**src/rtl/cc_hit_miss_router.sv**
```systemverilog
// Hit/miss router between tag compare and the reorder unit: pushes ordering flags and hit lines, issues miss bursts.
// Optional hit/miss statistics counters are enabled by defining CC_ROUTER_STATS_EN.
`timescale 1ns/1ps

module cc_hit_miss_router_chk (
   input logic       clk,
   input logic       rst_n,
   input logic [3:0] outstanding,
   input logic       ar_hs,
   input logic       rlast_hs
);
   // A final beat with nothing outstanding means the memory side broke the protocol.
   no_underflow: assert property (@(posedge clk) disable iff (!rst_n)
      !(rlast_hs && !ar_hs && (outstanding == 4'd0)));
endmodule

module cc_hit_miss_router #(
   parameter int ADDR_WIDTH      = 32,
   parameter int MAX_OUTSTANDING = 4
) (
   input  logic                  clk,
   input  logic                  rst_n,
   input  logic                  lookup_valid_i,
   output logic                  lookup_ready_o,
   input  logic                  lookup_hit_i,
   input  logic [ADDR_WIDTH-1:0] lookup_addr_i,
   input  logic [511:0]          lookup_data_i,
   input  logic                  hit_flag_fifo_afull_i,
   output logic                  hit_flag_fifo_wren_o,
   output logic                  hit_flag_fifo_wdata_o,
   input  logic                  hit_data_fifo_afull_i,
   output logic                  hit_data_fifo_wren_o,
   output logic [517:0]          hit_data_fifo_wdata_o,
   output logic [ADDR_WIDTH-1:0] mem_araddr_o,
   output logic [3:0]            mem_arlen_o,
   output logic [2:0]            mem_arsize_o,
   output logic [1:0]            mem_arburst_o,
   output logic                  mem_arvalid_o,
   input  logic                  mem_arready_i,
`ifdef CC_ROUTER_STATS_EN
   output logic [31:0]           stat_hit_cnt_o,
   output logic [31:0]           stat_miss_cnt_o,
`endif
   input  logic                  mem_rvalid_i,
   input  logic                  mem_rready_i,
   input  logic                  mem_rlast_i
);

   typedef enum logic [0:0] {ST_IDLE = 1'b0, ST_AR_REQ = 1'b1} state_t;

   localparam logic [3:0] MAX_OUT = MAX_OUTSTANDING[3:0];

   state_t                  state_r;
   state_t                  state_nxt_s;
   logic [3:0]              outstanding_r;
   logic                    accept_s;
   logic                    hit_accept_s;
   logic                    miss_accept_s;
   logic                    ar_hs_s;
   logic                    rlast_hs_s;
   logic                    flag_wren_r;
   logic                    flag_wdata_r;
   logic                    data_wren_r;
   logic [517:0]            data_wdata_r;
   logic [ADDR_WIDTH-1:0]   araddr_r;

   // Acceptance: flag slot always needed; hits need a data slot, misses need a free AR slot.
   always_comb begin
      lookup_ready_o = 1'b0;
      if (!rst_n || hit_flag_fifo_afull_i) begin
         lookup_ready_o = 1'b0;
      end else if (lookup_hit_i) begin
         lookup_ready_o = !hit_data_fifo_afull_i;
      end else begin
         lookup_ready_o = (state_r == ST_IDLE) && (outstanding_r < MAX_OUT);
      end
   end

   assign accept_s      = lookup_valid_i && lookup_ready_o;
   assign hit_accept_s  = accept_s && lookup_hit_i;
   assign miss_accept_s = accept_s && !lookup_hit_i;
   assign ar_hs_s       = (state_r == ST_AR_REQ) && mem_arready_i;
   assign rlast_hs_s    = mem_rvalid_i && mem_rready_i && mem_rlast_i;

   // AR request next-state logic.
   always_comb begin
      state_nxt_s = state_r;
      case (state_r)
         ST_IDLE: begin
            if (miss_accept_s) begin
               state_nxt_s = ST_AR_REQ;
            end else begin
               state_nxt_s = ST_IDLE;
            end
         end
         ST_AR_REQ: begin
            if (mem_arready_i) begin
               state_nxt_s = ST_IDLE;
            end else begin
               state_nxt_s = ST_AR_REQ;
            end
         end
         default: state_nxt_s = ST_IDLE;
      endcase
   end

   // AR state register.
   always_ff @(posedge clk or negedge rst_n) begin
      if (!rst_n) begin
         state_r <= ST_IDLE;
      end else begin
         state_r <= state_nxt_s;
      end
   end

   // Outstanding-miss counter; a simultaneous issue and retire cancel out.
   always_ff @(posedge clk or negedge rst_n) begin
      if (!rst_n) begin
         outstanding_r <= 4'd0;
      end else begin
         case ({ar_hs_s, rlast_hs_s})
            2'b10:   outstanding_r <= outstanding_r + 4'd1;
            2'b01:   outstanding_r <= (outstanding_r == 4'd0) ? 4'd0 : outstanding_r - 4'd1;
            default: outstanding_r <= outstanding_r;
         endcase
      end
   end

   // Registered FIFO pushes and captured AR address.
   always_ff @(posedge clk or negedge rst_n) begin
      if (!rst_n) begin
         flag_wren_r  <= 1'b0;
         flag_wdata_r <= 1'b0;
         data_wren_r  <= 1'b0;
         data_wdata_r <= 518'd0;
         araddr_r     <= {ADDR_WIDTH{1'b0}};
      end else begin
         flag_wren_r <= accept_s;
         data_wren_r <= hit_accept_s;
         if (accept_s) begin
            flag_wdata_r <= lookup_hit_i;
         end
         if (hit_accept_s) begin
            data_wdata_r <= {lookup_addr_i[5:0], lookup_data_i};
         end
         if (miss_accept_s) begin
            araddr_r <= {lookup_addr_i[ADDR_WIDTH-1:3], 3'b000};
         end
      end
   end

   assign hit_flag_fifo_wren_o  = flag_wren_r;
   assign hit_flag_fifo_wdata_o = flag_wdata_r;
   assign hit_data_fifo_wren_o  = data_wren_r;
   assign hit_data_fifo_wdata_o = data_wdata_r;
   assign mem_araddr_o          = araddr_r;
   assign mem_arvalid_o         = (state_r == ST_AR_REQ);
   assign mem_arlen_o           = 4'd7;
   assign mem_arsize_o          = 3'b011;
   assign mem_arburst_o         = 2'b10;

`ifdef CC_ROUTER_STATS_EN
   logic [31:0] stat_hit_r;
   logic [31:0] stat_miss_r;

   // Saturating accept statistics.
   always_ff @(posedge clk or negedge rst_n) begin
      if (!rst_n) begin
         stat_hit_r  <= 32'd0;
         stat_miss_r <= 32'd0;
      end else begin
         if (hit_accept_s && (stat_hit_r != 32'hFFFF_FFFF)) begin
            stat_hit_r <= stat_hit_r + 32'd1;
         end
         if (miss_accept_s && (stat_miss_r != 32'hFFFF_FFFF)) begin
            stat_miss_r <= stat_miss_r + 32'd1;
         end
      end
   end

   assign stat_hit_cnt_o  = stat_hit_r;
   assign stat_miss_cnt_o = stat_miss_r;
`endif

   cc_hit_miss_router_chk u_chk (
      .clk         (clk),
      .rst_n       (rst_n),
      .outstanding (outstanding_r),
      .ar_hs       (ar_hs_s),
      .rlast_hs    (rlast_hs_s)
   );

endmodule

```
**config.mk**
```make
export PLATFORM = sky130hd
export DESIGN_NAME = cc_hit_miss_router
export DESIGN_NICKNAME = d
export VERILOG_FILES = /design/src/rtl/cc_hit_miss_router.sv
export SDC_FILE = /design/constraint.sdc
export NUM_CORES = 1
export LEC_CHECK = 0
export ABC_AREA = 1
export BUFFER_PORTS_ARGS = -buffer_cell sky130_fd_sc_hd__buf_4
export CAP_MARGIN = 20
export CORE_AREA = 2 2 438 440
export DETAILED_ROUTE_END_ITERATION = 8
export DIE_AREA = 0 0 440 442
export MAX_ROUTING_LAYER = met4
export PLACE_DENSITY = 0.3
export SYNTH_ARGS = -nofsm -noshare
export SYNTH_HDL_FRONTEND = slang
export SYNTH_SLANG_ARGS = --single-unit
```
**constraint.sdc**
```tcl
create_clock -name clk -period 3.2 [get_ports clk]
set_input_delay 0.48 -clock clk [delete_from_list [all_inputs] [get_ports clk]]
set_output_delay 0.48 -clock clk [all_outputs]
set_load 0.05 [all_outputs]
```
Yosys cells after proc, flatten, opt, wreduce, memory -nomap -nowiden --
Index checks and enable logic that the tools add are counted.
Operators by class: add/sub/neg operators 2, magnitude comparators 1, equality and inequality tests 2, mux-type cells 7, bitwise operators 1, reduce and logical (&&, ||, !) cells 13
Operators by type and width (count):
- one-hot mux 4 bit (2 select lines) | 1
- logical AND 1 bit | 7
- adder 4 x 1 -> 4 bit (second input constant) | 1
- zero test 4 bit | 1
- < comparator 4 x 3 -> 1 bit (second input constant) | 1
- two-way mux 1 bit | 4
- two-way mux 4 bit | 1
- subtractor 4 x 1 -> 4 bit (second input constant) | 1
- zero test 1 bit | 3
- equality test 2 x 1 -> 1 bit (second input constant) | 1
- equality test 2 bit (second input constant) | 1
- one-hot mux 1 bit (2 select lines) | 1
- nonzero test 2 bit | 1
- logical OR 1 bit | 1
- inverter 1 bit | 1
Word-level totals: bits in registers 555, output and inout bits 564

Depth between registers and ports, before layout --
Gate-level depths: netlist (run 1).
depth in word-level cells 8, gate-level depth with buffers 9

Worst setup path before layout (run 1) --
Ideal clock, no wire load.
kind flip-flop to output port, from register state_r, in the netlist mem_arvalid_o, to output lookup_ready_o, arrival 1.624 ns, required time 2.720 ns, slack 1.096 ns, stages on the path, launching flop included 5, buffers on the path 1, cell sequence dfrtp_1 -> inv_1 -> nand2_1 -> a21oi_4 -> clkbuf_1
On the way: longest elaborated chain between the ends 4
RTL lines:
- start, declared | line 53 | state_t state_r;
- start signal, assigned | line 112 | state_r <= state_nxt_s;
- inverter 1 bit | line 75 | lookup_ready_o = (state_r == ST_IDLE) && (outstanding_r < MAX_OUT);
- logical AND 1 bit | line 75
- two-way mux 1 bit | line 72 | end else if (lookup_hit_i) begin
- two-way mux 1 bit | line 70 | if (!rst_n || hit_flag_fifo_afull_i) begin
- end, declared | line 24 | output logic lookup_ready_o,
No other way between the ends.

Worst setup path after layout (run 1) --
from register outstanding_r[3], to output lookup_ready_o
On the way: longest elaborated chain between the ends 4
RTL lines:
- start, declared | line 55 | logic [3:0] outstanding_r;
- start signal, assigned | line 122 | 2'b10: outstanding_r <= outstanding_r + 4'd1;
- start signal, assigned | line 123 | 2'b01: outstanding_r <= (outstanding_r == 4'd0) ? 4'd0 : outstanding_r - 4'd1;
- start signal, assigned | line 124 | default: outstanding_r <= outstanding_r;
- < comparator 4 x 3 -> 1 bit | line 75
- logical AND 1 bit | line 75
- two-way mux 1 bit | line 72
- two-way mux 1 bit | line 70
No other way between the ends.

==> results of run 1 <==
flip-flops by register name (all words and copies together) (netlist names):
name,flops
hit_data_fifo_wren_o,1
mem_arvalid_o,1
hit_flag_fifo_wren_o,1
outstanding_r,4
hit_flag_fifo_wdata_o,1
hit_data_fifo_wdata_o,518
mem_araddr_o,29
power groups by stage:
| stage | Combinational (mW) | Sequential (mW) | Clock [mW] |
|---|---|---|---|
| detailed placement | 21.0 | 11.8 | 0 |
| global placement | 21.0 | 11.9 | 0 |
| finish | 21.0 | 11.8 | 9.31 |
| global route | 22.0 | 12.1 | 9.99 |
| CTS | 21.4 | 11.8 | 9.72 |
| floorplan | 2.82 | 21.3 | 0 |
per-layer routing:
| metal | part of all wire [%] | global-route usage (%) | vias up |
|---|---|---|---|
| met5 | 0 | - | - |
| met1 | 42 | 18.6 | 12000 |
| li1 | - | - | 11400 |
| met3 | 5.9 | 3.73 | 169 |
| met2 | 49 | 25.3 | 776 |
| met4 | 2.9 | 4.63 | 0 |
synth_stat cells:
| master | number | share of area [%] |
|---|---|---|
| nand2_1 | 1112 | 18 |
| dfrtp_1 | 555 | 61 |
| nand4_1 | 550 | 15 |
| clkbuf_1 | 125 | 2.0 |
| buf_2 | 104 | 2.3 |
| buf_4 | 24 | 0.79 |
| inv_1 | 12 | 0.20 |
| nand3_1 | 6 | 0.13 |
| nor2_1 | 6 | 0.098 |
| a21oi_1 | 4 | 0.087 |
| o21ai_0 | 4 | 0.087 |
| ha_1 | 3 | 0.16 |
| conb_1 | 2 | 0.033 |
| a21oi_4 | 1 | 0.071 |
| and3_1 | 1 | 0.027 |
| buf_1 | 1 | 0.016 |
| o21bai_1 | 1 | 0.033 |
final cells by class:
cell class | instances | area (um2) | area share, %
diodes | 35 | 87.6 | 0.215
repair buffers | 1562 | 13100 | 32.2
inverters | 12 | 45.0 | 0.111
well taps | 2511 | 3140 | 7.71
clock buffers | 124 | 2380 | 5.85
multi-input cells | 1700 | 7820 | 19.2
flip-flops and latches | 555 | 13900 | 34.1
clock inverters | 20 | 282 | 0.691
path summary, 6_finish.rpt:
path	startpoint	endpoint	slack, ps	cells after the start
worst max register to register	outstanding_r[3]$_DFFE_PN0P_	hit_data_fifo_wdata_o[123]$_DFFE_PN0P_	890	7
min in group asynchronous	rst_n	hit_data_fifo_wdata_o[212]$_DFFE_PN0P_	510	3
worst min-delay path	lookup_data_i[158]	hit_data_fifo_wdata_o[158]$_DFFE_PN0P_	80	3
worst min register to register	hit_data_fifo_wdata_o[248]$_DFFE_PN0P_	hit_data_fifo_wdata_o[248]$_DFFE_PN0P_	480	2
worst max-delay path	outstanding_r[3]$_DFFE_PN0P_	lookup_ready_o	380	5
max in group asynchronous	rst_n	mem_araddr_o[30]$_DFFE_PN0P_	1450	4
worst reg2reg max path: cells and delay by family (launching register included):
family	cells	cell delay, ps
flip-flops	1	450
AND/OR/NAND/NOR	4	630
AO/OA/AOI/OAI	1	310
buffers and inverters	2	830
kinds of logic (layout without fill, tap and decap cells):
logic type,after synthesis,count (layout),synth area share (%)
other,2,47,0.0328
flip-flops,555,555,60.7
AND/OR/NAND/NOR,1675,1675,33.5
AO/OA/AOI/OAI,10,10,0.279
adder cells (fa/ha/maj),3,3,0.164
buffers and inverters,266,1718,5.32
stage by stage:
step	total power, mW	cells	hold slack [ps]	worst slack (ps)
final	42.1	6519	76.9	380
after global placement	32.9	5942	464	733
after detailed placement	32.8	5942	467	732
after floorplan	24.1	2521	184	1100
after global routing	44.1	6516	26.1	227
after CTS	43.0	6484	0.0833	265
==> key figures, run 1 <==
Status
  • Status: finished clean

Logic synthesis
  • Syn Area/Cell: 9.12 um2
  • Flops & latches, synth: 555
  • Syn Inst Count: 2511
  • Ys Warns: 0
  • Netlist cell types: 17
  • Seq/Total Area, Yosys: 60.7%
  • Synthesized cell area: 22900 um2

Route
  • Initial DRC count: 1516
  • Post-Route WL: 151 mm
  • DR vias/cell: 3.74
  • Final ANT Viol Nets: 0
  • Detailed-route DRC error count: 0
  • Routed WL per cell: around 23 um
  • DR pass1 iterations: 5
  • DR vias: 24400

STA
  • Hold Fails Final Rpt: 0
  • Worst rel slew slack: approximately a third
  • Setup TNS: 0 ps
  • Worst-Margin Slew: 977 ps
  • Final setup viols: 0
  • Max Freq: around 0.35 GHz
  • Clk_skew: between 30 and 40 ps
  • Post-route clock period utilization: 88.1%
  • Slew Limit Fails: 0
  • RSZ-0062 raised after global routing: no
  • Final min period: 2820 ps

Pwr
  • Clk pwr share: 22.1%
  • Pwr dens: 1030 nW/um2
  • Combinational share of power: 49.9%
  • Int Pwr: 21.0 mW
  • NetSw: 21.1 mW
  • Register share of total power: 28.0%
  • Pleak: 20.6 nW
  • Max IR drop VDD: 0.434 mV
  • Switching share of power: 50.1%

Floorplanning
  • Row count: 160
  • Die Y: 442 um
  • Initial Utilization: 12.1%
  • Core Box Area: 190000 um2
  • Die area: 194000 um2
  • Die width: 440 um
  • I/O Pins: 1118

Clock network
  • CTS tree: done
  • CTS Hold Bufs: 398
  • CTS Root Cell: clkbuf_16
  • CTS Sinks: 555
  • Number of buffers created by CTS: 83
  • Skew-Pair Late Insertion Delay: 700 ps
  • H-Tree Depth: 3
  • Setup Fix Bufs, Post-CTS: 0
  • Post_cts resized: 0
  • Bufs on Longest Clock Path: 3
  • Clock transition at path regs: 60 ps

Global routing
  • Vias in the first global route: 25200
  • GR Util All Layers: between 15 and 20%
  • Antenna violations before repair: 46
  • Largest net degree at the start of global routing: 150
  • Total congestion overflow: 0
  • First-pass GRT wire length: between 200 and 250 mm

Flow run
  • Max_cap viols: 0

Finish
  • Filler cells: between 20000 and 25000
  • Nets: 4471
  • Post-Layout Inst Area: just over 40000 um2
  • Ratio of cells with drive above 1 in the final layout: 32.2%
  • Fin util: 21.5%
  • Most frequent cells in the layout: buf_4 (1132), nand2_1 (1112), dfrtp_1 (555)
  • Most common cell after layout, fill and taps aside: buf_4
  • Area grow syn2layout: 78.1%

Setup path
  • Critical path launch point type: flip-flop
  • Worst Path Required: 2720 ps
  • Crit-path max cell delay: 450 ps
  • Critical Path Fanout Max: 44
  • CP cell instances: nor2_1 -> nand2_1 -> a21oi_4 -> buf_12 -> buf_4
  • Crit end category: output port
  • CP bufs+invs: 2
  • Critical path type: flip-flop to output port
  • CP Data Arrival Time: approximately 2300 ps
  • Cell with the largest stage delay on the worst path: dfrtp_1
  • Cell family with most CP delay: buffers and inverters

Place
  • IO buf count: 1105
  • DP HPWL: about 110 mm
  • Placed Area: between 30000 and 40000 um2
  • Placer congestion estimate: 0.858

Worst hold path
  • Hold Crit Class: input pin to flip-flop
(Power assumes the default switching activity.)
==> inputs of run 2 (changes only) <==
Settings changed: CORE_AREA 2 2 438 440 to 2 2 431 433, CTS_CLUSTER_SIZE from default to 20, DIE_AREA 0 0 440 442 to 0 0 433 435, REMOVE_ABC_BUFFERS from default to 1.
Clock period 3.2 ns to 2.7 ns, I/O delays scaled along.
==> run 2 against run 1 <==
Register-to-register slack got worse by 480 ps. Sequential share of layout area fell by 0.99 points. Sequential cell count did not move. Clock skew fell by 11 ps. Global-route usage fell by 0.63 points. Via count rose by 0.88%. Total power rose by 16%. Die area fell by 3.1%. Largest cell class is now buffers. Highest routed layer unchanged.
==> key figures, run 2 (synthesized netlist as in run 1, its figures left out) <==
Status
  • Status: finished clean

Setup path
  • Critical path launch point type: flip-flop
  • Critical Path Fanout Max: 30
  • Crit-path max cell delay: 460 ps
  • CP cell instances: nor2_4 -> nand2_1 -> a21oi_4 -> buf_12 -> buf_12 -> buf_8
  • Critical path type: flip-flop to output port
  • Most common cell on crit path: buf_12
  • Cell family with most CP delay: buffers and inverters
  • CP Data Arrival Time: between 2000 and 2500 ps
  • Crit end category: output port
  • CP bufs+invs: 3
  • Cell with the largest stage delay on the worst path: dfrtp_1
  • Worst Path Required: 2300 ps

Clock network
  • Bufs on Longest Clock Path: 3
  • H-Tree Depth: 3
  • Skew-Pair Late Insertion Delay: 680 ps
  • CTS Sinks: roughly 560
  • CTS Root Cell: clkbuf_16
  • Clock transition at path regs: about 70 ps
  • Number of buffers created by CTS: 78
  • CTS tree: done

Place
  • Dpl ws: 422 ps
  • Placed Area: 34100 um2
  • DP HPWL: 101 mm
  • Placer congestion estimate: 0.882
  • IO buf count: 1105

STA
  • Final setup viols: 0
  • Worst-Margin Slew: around 1200 ps
  • Worst rel slew slack: approximately 22%
  • Clk_skew: about 20 ps
  • Hold Fails Final Rpt: 0
  • Slew Limit Fails: 0
  • RSZ-0062 raised after global routing: no
  • Final min period: 2530 ps
  • Max Freq: roughly 0.4 GHz
  • Setup ws final: 172 ps
  • Post-route clock period utilization: 93.6%
  • Worst hold slack: 68.4 ps

Floorplanning
  • Initial Utilization: 12.4%
  • Die Y: 435 um
  • I/O Pins: between 1000 and 1500
  • Row count: 158
  • Core Box Area: roughly 180000 um2
  • Die width: 433 um
  • Die area: 188000 um2

Finish
  • Nets: between 4000 and 5000
  • Area grow syn2layout: 83.4%
  • Filler cells: 20400
  • Post-Layout Inst Area: 42000 um2
  • Multi-input gate area: 7830 um2
  • Ratio of cells with drive above 1 in the final layout: between 30% and 40%
  • Max reg flops: ~520
  • Register Area: 13900 um2
  • Most frequent cells in the layout: buf_4 (1153), nand2_1 (1112), dfrtp_1 (554)
  • Most common cell after layout, fill and taps aside: buf_4

Pwr
  • Pleak: 21.2 nW
  • Pwr dens: 1170 nW/um2
  • Max IR drop VDD: 0.482 mV

Route
  • Detailed-route DRC error count: 0
  • Initial DRC count: around 1500
  • DR vias: 24600
  • Post-Route WL: 140 mm
  • DR pass1 iterations: 5
  • Final ANT Viol Nets: 0
  • Routed WL per cell: 21.2 um
  • DR vias/cell: between 3 and 4

Global routing
  • Antenna violations before repair: 26
  • Busiest grt layer: met2
  • Routing usage on met2: 24.1%
  • Total congestion overflow: 0
  • Vias in the first global route: 25800
  • Largest net degree at the start of global routing: 158
  • GR Util All Layers: 14.8%
  • Grt met3 use: around 3.6%
  • GR met1 Demand/Resource: around 18%
  • First-pass GRT wire length: 197 mm

Worst hold path
  • Hold Crit Class: input pin to flip-flop

Flow run
  • Max_cap viols: 0
==> run 2: cell types whose count changed in the layout (fill, tap and decap cells not counted), moves of 2 or more <==
cell	before	now
dlygate4sd3_1	398	525
buf_4	1132	1153
diode_2	35	22
clkbuf_1	28	20
clkbuf_8	11	18
clkbuf_16	85	79
clkinv_2	7	13
bufinv_16	5	2
buf_12	29	27
==> run 2: area by class of cell <==
| type | instances | share of cell area [%] |
|---|---|---|
| diodes | 22 | 0.131 |
| clock buffers | 117 | 5.48 |
| well taps | 2480 | 7.39 |
| repair buffers | 1709 | 34.6 |
| flip-flops and latches | 555 | 33.1 |
| clock inverters | 25 | 0.599 |
| inverters | 12 | 0.107 |
| multi-input cells | 1700 | 18.6 |
==> run 2: worst paths after layout <==
check	from	end	slack, ps	cells after the start
max	outstanding_r[3]$_DFFE_PN0P_	lookup_ready_o	170	6
min	lookup_data_i[406]	hit_data_fifo_wdata_o[406]$_DFFE_PN0P_	70	3
max reg2reg	outstanding_r[3]$_DFFE_PN0P_	hit_data_fifo_wdata_o[13]$_DFFE_PN0P_	410	9
min reg2reg	hit_data_fifo_wdata_o[285]$_DFFE_PN0P_	hit_data_fifo_wdata_o[285]$_DFFE_PN0P_	480	2
max in group asynchronous	rst_n	hit_data_fifo_wdata_o[257]$_DFFE_PN0P_	1070	4
min in group asynchronous	rst_n	outstanding_r[3]$_DFFE_PN0P_	340	3
==> run 2: timing repair <==
action | in CTS | in global routing
resized for setup | 2 | 3
endpoints found under the hold margin | 688 | 0
hold buffers | 525 | 0
pin swaps | 0 | 1
endpoints found under the setup margin | 1 | 1
setup buffers | 1 | 0
cloned | 0 | 0
==> run 2: per-stage QoR <==
stage,power [mW],instances,utilization (%),TNS (ps)
after floorplan,28.7,2267,-,-5478730
after CTS,49.8,6598,22.8,0
after global routing,51.3,6620,22.8,0
after detailed placement,38.1,5930,18.5,0
after global placement,38.2,5930,18.5,0
final,49.0,6620,22.8,0
==> run 2: report_power, final <==
part | total (mW) | switching (mW) | internal (mW)
Combinational | 24.7 | 17.8 | 6.88
Sequential | 13.7 | 2.10 | 11.7
Clock | 10.5 | 4.43 | 6.11
==> run 2: tightest hold or removal path, delay by kind of cell <==
family	cells	cell delay (ps)
buffers and inverters	1	110
and+or+nand+nor	2	180
==> run 2: routing by layer <==
layer | routed length [um] | up-vias
met1 | 60100 | 12100
li1 | - | 11700
met5 | 0 | -
met4 | 3810 | 0
met3 | 7920 | 163
met2 | 68500 | 704
